File: src/rtl/stage2_regfile_if.sv
// Stage-2 register file bus: two asynchronous read ports with busy status,
// one write port and one scoreboard reservation port.
//   master : decode/writeback side; drives indices, write and reserve strobes
//   slave  : register file side; returns read data and busy flags
interface stage2_regfile_if #(
    parameter int DATA_W = 32,
    parameter int ADDR_W = 5
);
    logic [ADDR_W-1:0] rs1;
    logic [ADDR_W-1:0] rs2;
    logic [DATA_W-1:0] rd1;
    logic [DATA_W-1:0] rd2;
    logic              rs1_busy;
    logic              rs2_busy;
    logic              write_en;
    logic [ADDR_W-1:0] write_select;
    logic [DATA_W-1:0] write_data;
    logic              reserve_en;
    logic [ADDR_W-1:0] reserve_select;

    modport master (
        output rs1, rs2, write_en, write_select, write_data,
               reserve_en, reserve_select,
        input  rd1, rd2, rs1_busy, rs2_busy
    );

    modport slave (
        input  rs1, rs2, write_en, write_select, write_data,
               reserve_en, reserve_select,
        output rd1, rd2, rs1_busy, rs2_busy
    );
endinterface

File: src/rtl/stage2_regfile.sv
// Stage-2 integer register file with per-register busy scoreboard.
//   clk    : rising-edge clock
//   rst_n  : asynchronous active-low reset; clears all registers and busy bits
//   bus    : stage2_regfile_if.slave
//            rs1/rs2 -> rd1/rd2, rs1_busy/rs2_busy (combinational reads)
//            write_en/write_select/write_data (synchronous write)
//            reserve_en/reserve_select (marks a register busy)
// ZERO_REG=1 hardwires register 0 to zero and never busy.
// BYPASS=1 forwards a same-cycle write to matching read ports.
module stage2_regfile #(
    parameter int DATA_W   = 32,
    parameter int NUM_REGS = 32,
    parameter int ADDR_W   = 5,
    parameter int ZERO_REG = 1,
    parameter int BYPASS   = 1
) (
    input logic             clk,
    input logic             rst_n,
    stage2_regfile_if.slave bus
);

    logic [DATA_W-1:0]   regs [NUM_REGS];
    logic [NUM_REGS-1:0] busy;

    logic [ADDR_W-1:0] rd_idx  [2];
    logic [DATA_W-1:0] rd_val  [2];
    logic              rd_busy [2];

    logic write_zero;
    assign write_zero = (ZERO_REG != 0) && (bus.write_select == '0);

    always_ff @(posedge clk or negedge rst_n) begin
        if (!rst_n) begin
            for (int unsigned i = 0; i < NUM_REGS; i++) begin
                regs[i] <= '0;
            end
            busy <= '0;
        end else begin
            if (bus.write_en && !write_zero) begin
                regs[bus.write_select] <= bus.write_data;
            end
            // Reservation outranks the write-back clear: a newly issued
            // producer supersedes the one completing this cycle.
            for (int unsigned i = 0; i < NUM_REGS; i++) begin
                if ((ZERO_REG != 0) && (i == 0)) begin
                    busy[i] <= 1'b0;
                end else if (bus.reserve_en && (bus.reserve_select == ADDR_W'(i))) begin
                    busy[i] <= 1'b1;
                end else if (bus.write_en && (bus.write_select == ADDR_W'(i))) begin
                    busy[i] <= 1'b0;
                end
            end
        end
    end

    assign rd_idx[0] = bus.rs1;
    assign rd_idx[1] = bus.rs2;

    always_comb begin
        for (int unsigned p = 0; p < 2; p++) begin
            logic is_zero;
            logic wr_hit;
            logic rsv_hit;
            is_zero    = (ZERO_REG != 0) && (rd_idx[p] == '0);
            wr_hit     = bus.write_en && (bus.write_select == rd_idx[p]);
            rsv_hit    = bus.reserve_en && (bus.reserve_select == rd_idx[p]);
            rd_val[p]  = regs[rd_idx[p]];
            rd_busy[p] = busy[rd_idx[p]];
            if ((BYPASS != 0) && wr_hit) begin
                rd_val[p] = bus.write_data;
                if (!rsv_hit) begin
                    rd_busy[p] = 1'b0;
                end
            end
            // Reset must blank the bypass path too, not just the storage.
            if (is_zero || !rst_n) begin
                rd_val[p]  = '0;
                rd_busy[p] = 1'b0;
            end
        end
    end

    assign bus.rd1      = rd_val[0];
    assign bus.rd2      = rd_val[1];
    assign bus.rs1_busy = rd_busy[0];
    assign bus.rs2_busy = rd_busy[1];

endmodule

File: src/flat_wrapper.sv
// flat-port wrapper written by rule: the top's interface ports become plain ports
module stage2_regfile_flat 
#(
    parameter int DATA_W   = 32,
    parameter int NUM_REGS = 32,
    parameter int ADDR_W   = 5,
    parameter int ZERO_REG = 1,
    parameter int BYPASS   = 1
)
  (clk, rst_n, bus_rs1, bus_rs2, bus_write_en, bus_write_select, bus_write_data, bus_reserve_en, bus_reserve_select, bus_rd1, bus_rd2, bus_rs1_busy, bus_rs2_busy);
  stage2_regfile_if #(.DATA_W(DATA_W), .ADDR_W(ADDR_W)) bus_i ();
  input logic clk;
  input logic rst_n;
  input wire logic [$bits(bus_i.rs1)-1:0] bus_rs1;
  input wire logic [$bits(bus_i.rs2)-1:0] bus_rs2;
  input wire logic [$bits(bus_i.write_en)-1:0] bus_write_en;
  input wire logic [$bits(bus_i.write_select)-1:0] bus_write_select;
  input wire logic [$bits(bus_i.write_data)-1:0] bus_write_data;
  input wire logic [$bits(bus_i.reserve_en)-1:0] bus_reserve_en;
  input wire logic [$bits(bus_i.reserve_select)-1:0] bus_reserve_select;
  output wire logic [$bits(bus_i.rd1)-1:0] bus_rd1;
  output wire logic [$bits(bus_i.rd2)-1:0] bus_rd2;
  output wire logic [$bits(bus_i.rs1_busy)-1:0] bus_rs1_busy;
  output wire logic [$bits(bus_i.rs2_busy)-1:0] bus_rs2_busy;
  assign bus_i.rs1 = bus_rs1;
  assign bus_i.rs2 = bus_rs2;
  assign bus_i.write_en = bus_write_en;
  assign bus_i.write_select = bus_write_select;
  assign bus_i.write_data = bus_write_data;
  assign bus_i.reserve_en = bus_reserve_en;
  assign bus_i.reserve_select = bus_reserve_select;
  assign bus_rd1 = bus_i.rd1;
  assign bus_rd2 = bus_i.rd2;
  assign bus_rs1_busy = bus_i.rs1_busy;
  assign bus_rs2_busy = bus_i.rs2_busy;
  stage2_regfile #(.DATA_W(DATA_W), .NUM_REGS(NUM_REGS), .ADDR_W(ADDR_W), .ZERO_REG(ZERO_REG), .BYPASS(BYPASS)) u_core (.clk(clk), .rst_n(rst_n), .bus(bus_i));
endmodule
File: config.mk
export PLATFORM = sky130hd
export DESIGN_NAME = stage2_regfile_flat
export DESIGN_NICKNAME = d
export VERILOG_FILES = /design/src/rtl/stage2_regfile_if.sv /design/src/rtl/stage2_regfile.sv /design/src/flat_wrapper.sv
export SDC_FILE = /design/constraint.sdc
export NUM_CORES = 2
export LEC_CHECK = 0
export BUFFER_PORTS_ARGS = -buffer_cell sky130_fd_sc_hd__buf_2
export CAP_MARGIN = 20
export CORE_MARGIN = 8
export CORE_UTILIZATION = 41
export CTS_BUF_LIST = sky130_fd_sc_hd__clkbuf_4 sky130_fd_sc_hd__clkbuf_8
export DETAILED_ROUTE_END_ITERATION = 7
export HOLD_SLACK_MARGIN = 0.02
export PLACE_DENSITY = 0.52
export SYNTH_ARGS = -nofsm -noshare
export SYNTH_HDL_FRONTEND = slang
export SYNTH_SLANG_ARGS = --single-unit
File: constraint.sdc
create_clock -name clk -period 3.15 [get_ports clk]
set_clock_uncertainty 0.15 [all_clocks]
set_input_delay 0.315 -clock clk [delete_from_list [all_inputs] [get_ports clk]]
set_output_delay 0.315 -clock clk [all_outputs]
set_load 0.02 [all_outputs]
==> flow_metrics.py <==
metrics = {
    "run_status": {
        "outcome": "finished with violations",
        "violations": "negative setup slack",
    },
    "setup_path": {
        "path_class": "reg2out",
        "r2r_cells": 2,
        "critPathLaunchType": "flop",
        "critPathCaptureType": "primary output",
        "crit_required_ps": 2680,
        "ff2ff_setup_slack_ps": 1720,
        "cp_max_fo": 3,
        "r2r-end": "u_core.busy[12]",
        "critPathLaunch": "u_core.regs[825]",
        "arrival_ps": 2830,
        "r2r_start": "u_core.busy[12]",
    },
    "power_and_ir_drop": {
        "p_leak_nw": 30.4,
        "power.density_nw_per_um2": 612,
        "irDropWorstVdd_v": 0.000328,
        "p_total_mw": 41.4,
    },
    "synth": {
        "synthTopCellsByArea": "dfrtp_1 46%, mux2_2 20%, mux4_2 16%",
        "synth_cell_types": 55,
        "ys_ff_latch": 1055,
        "synthCells": 4032,
        "yosysSeqAreaShare": 0.457,
        "yosysWarnings": 0,
        "yosysTopAreaCellShare": 0.457,
        "syn_nets": 4088,
        "synth_area_um2": 57800,
        "synth-edff-count": 0,
        "synth_largest_area_cell": "dfrtp_1",
        "syn_avg_cell_area_um2": 14.3,
        "ys.flop_type": "dfrtp_1",
        "ys_async_sr_fraction": 1.00,
    },
    "clock_tree": {
        "clockBufferDepth": 3,
        "cts_htree_levels": 4,
        "cts_tree": "built",
        "cts_buffers": 192,
        "path_clk_slew_ps": 70,
        "cts_num_sinks": 1055,
        "cts_root_buf": "clkbuf_8",
        "clk_latency_ps": 920,
    },
    "final_layout": {
        "mostFrequentLayoutCells": "1055 x dfrtp_1, 987 x mux2_2, 404 x mux4_2, 369 x mux2i_1, 257 x clkbuf_8",
        "drive_gt1_frac": 0.516,
        "syn_to_final_growth_pct": 17.2,
        "final_cells": 6267,
        "mostFrequentLayoutCell": "dfrtp_1",
        "n_fill_cell": 12200,
        "fin_nets": 4296,
        "design_area_um2": 67700,
    },
    "placed_design": {
        "hpwl_um": 113000,
        "post-place-ws_ps": 59.7,
        "portBuffers": 121,
        "dpl.cell_count": 5831,
        "place.gp.congestion": 0.801,
        "place_area_um2": 61900,
    },
    "die": {
        "die_h_um": 391,
        "num_io_pins": 122,
        "row_count": 137,
        "start_util": 0.413,
        "die-area_um2": 153000,
        "die_w_um": 391,
        "core_area_um2": 140000,
    },
    "timing": {
        "slew_violations": 0,
        "tightest_slew_ps": 1040,
        "setup_viol": 40,
        "period_needed_ps": 3300,
        "rsz0062_at_grt": "yes",
        "relSlewSlack": 0.309,
        "totalNegativeSetupSlack_ps": -1960,
        "setup_slack_ps": -146,
        "period_share": 1.05,
        "finalHoldViolations": 0,
        "fmax_mhz": 303,
    },
    "drt": {
        "route.detailed.drc": 0,
        "drtAntennaViolNets": 0,
        "vias_per_cell": 6.09,
        "wl_um": 189000,
        "post_drt_wl_per_cell_um": 30.2,
        "vias": 38200,
        "drtIter0Drc": 2834,
        "first_pass_iters": 5,
    },
    "global_route": {
        "grt_pass1_wl_um": 281000,
        "grt_pass1_vias": 39900,
        "grt_max_degree": 159,
        "antenna_found_initial": 11,
        "grt.overflow.total": 0,
        "grt.total_usage": 0.246,
    },
    "min_path": {
        "min_from": "bus_write_select[3]",
        "hold-path-cell-count": 5,
        "hold_class": "in2reg",
        "holdPathEnd": "u_core.regs[254]",
    },
    "run": {
        "cap_viol_max_count": 0,
    },
}
==> sequential cells by signal, indices dropped and copies added, names as in the netlist <==
signal and count:
u_core.regs 1024, u_core.busy 31
==> cells in the mapped netlist, types with 36 or more instances <==
cell and instances:
dfrtp_1 1055, mux2_2 1010, mux4_2 404, mux2i_1 387
clkbuf_1 233, buf_2 146, nand2_1 128, a221oi_1 94
a22oi_1 62, o21ai_0 61, nand3_1 39, buf_4 38
a32o_1 36
==> routing by layer <==
layer	up-vias	track usage	wire, um
met2	1182	0.391	88500
met5	-	0	0
met4	0	0.0832	6310
met1	20600	0.343	84500
li1	16100	-	-
met3	338	0.0415	9920
==> cells by family (layout without fill, tap and decap cells) <==
group | Yosys count | after routing | share of synthesized area
compound gates | 438 | 438 | 0.0595
xor+xnor | 20 | 20 | 0.00303
buf+inv | 479 | 833 | 0.0396
flops | 1055 | 1055 | 0.457
mux | 1801 | 1801 | 0.422
other cells | 0 | 5 | 0
simple gates | 239 | 239 | 0.0193
==> what timing repair did <==
item                                   4_1_cts  5_1_grt
resized for setup                          185       23
cloned                                       0        0
pin swaps                                   33        6
buffers inserted                            24       14
endpoints found under the hold margin     1489        0
hold buffers                                58        0
setup endpoints to repair                   66       66
==> area by class of cell <==
cell class / instances / area, um2 / share of cell area
multi-input cells: 2498 / 29600 / 0.438
diodes: 5 / 12.5 / 0.000185
well taps: 1876 / 2350 / 0.0347
clock inverters: 25 / 323 / 0.00477
repair buffers: 475 / 4950 / 0.0731
flip-flops and latches: 1055 / 26400 / 0.390
inverters: 18 / 77.6 / 0.00115
clock buffers: 315 / 3960 / 0.0585
==> power by group <==
part           internal, mW  switching [mW]  total, mW  leakage [nW]
combinational          5.31            3.64       8.95          14.6
sequential             16.2            1.87       18.0          13.5
clock                  8.33            6.13       14.5          2.27
total                  29.8            11.6       41.4          30.4
==> metrics by stage <==
step / hold WS, ps / util
after detailed placement: -0.786 / 0.443
after floorplan: -131 / -
after global placement: -0.123 / 0.443
final: 133 / 0.485
after CTS: 22.4 / 0.483
after global routing: 74.7 / 0.485
==> worst max path at each step <==
stage	end	slack [ps]	cells past startpoint
2_1_floorplan	bus_rd1[30]	540	8
3_3_place_gp	bus_rd2[29]	50	8
3_5_place_dp	bus_rd2[13]	60	8
4_1_cts	bus_rd1[25]	-230	5
5_1_grt	bus_rd1[25]	-240	7
6_report	bus_rd1[25]	-150	5
==> worst max-delay path, stage by stage (launching register included) <==
cell and delay, ps:
dfrtp_1 390, mux4_2 470, mux2_4 290, o211a_1 230
a221o_1 380, buf_6 180
Power figures use the tool's default switching activity.
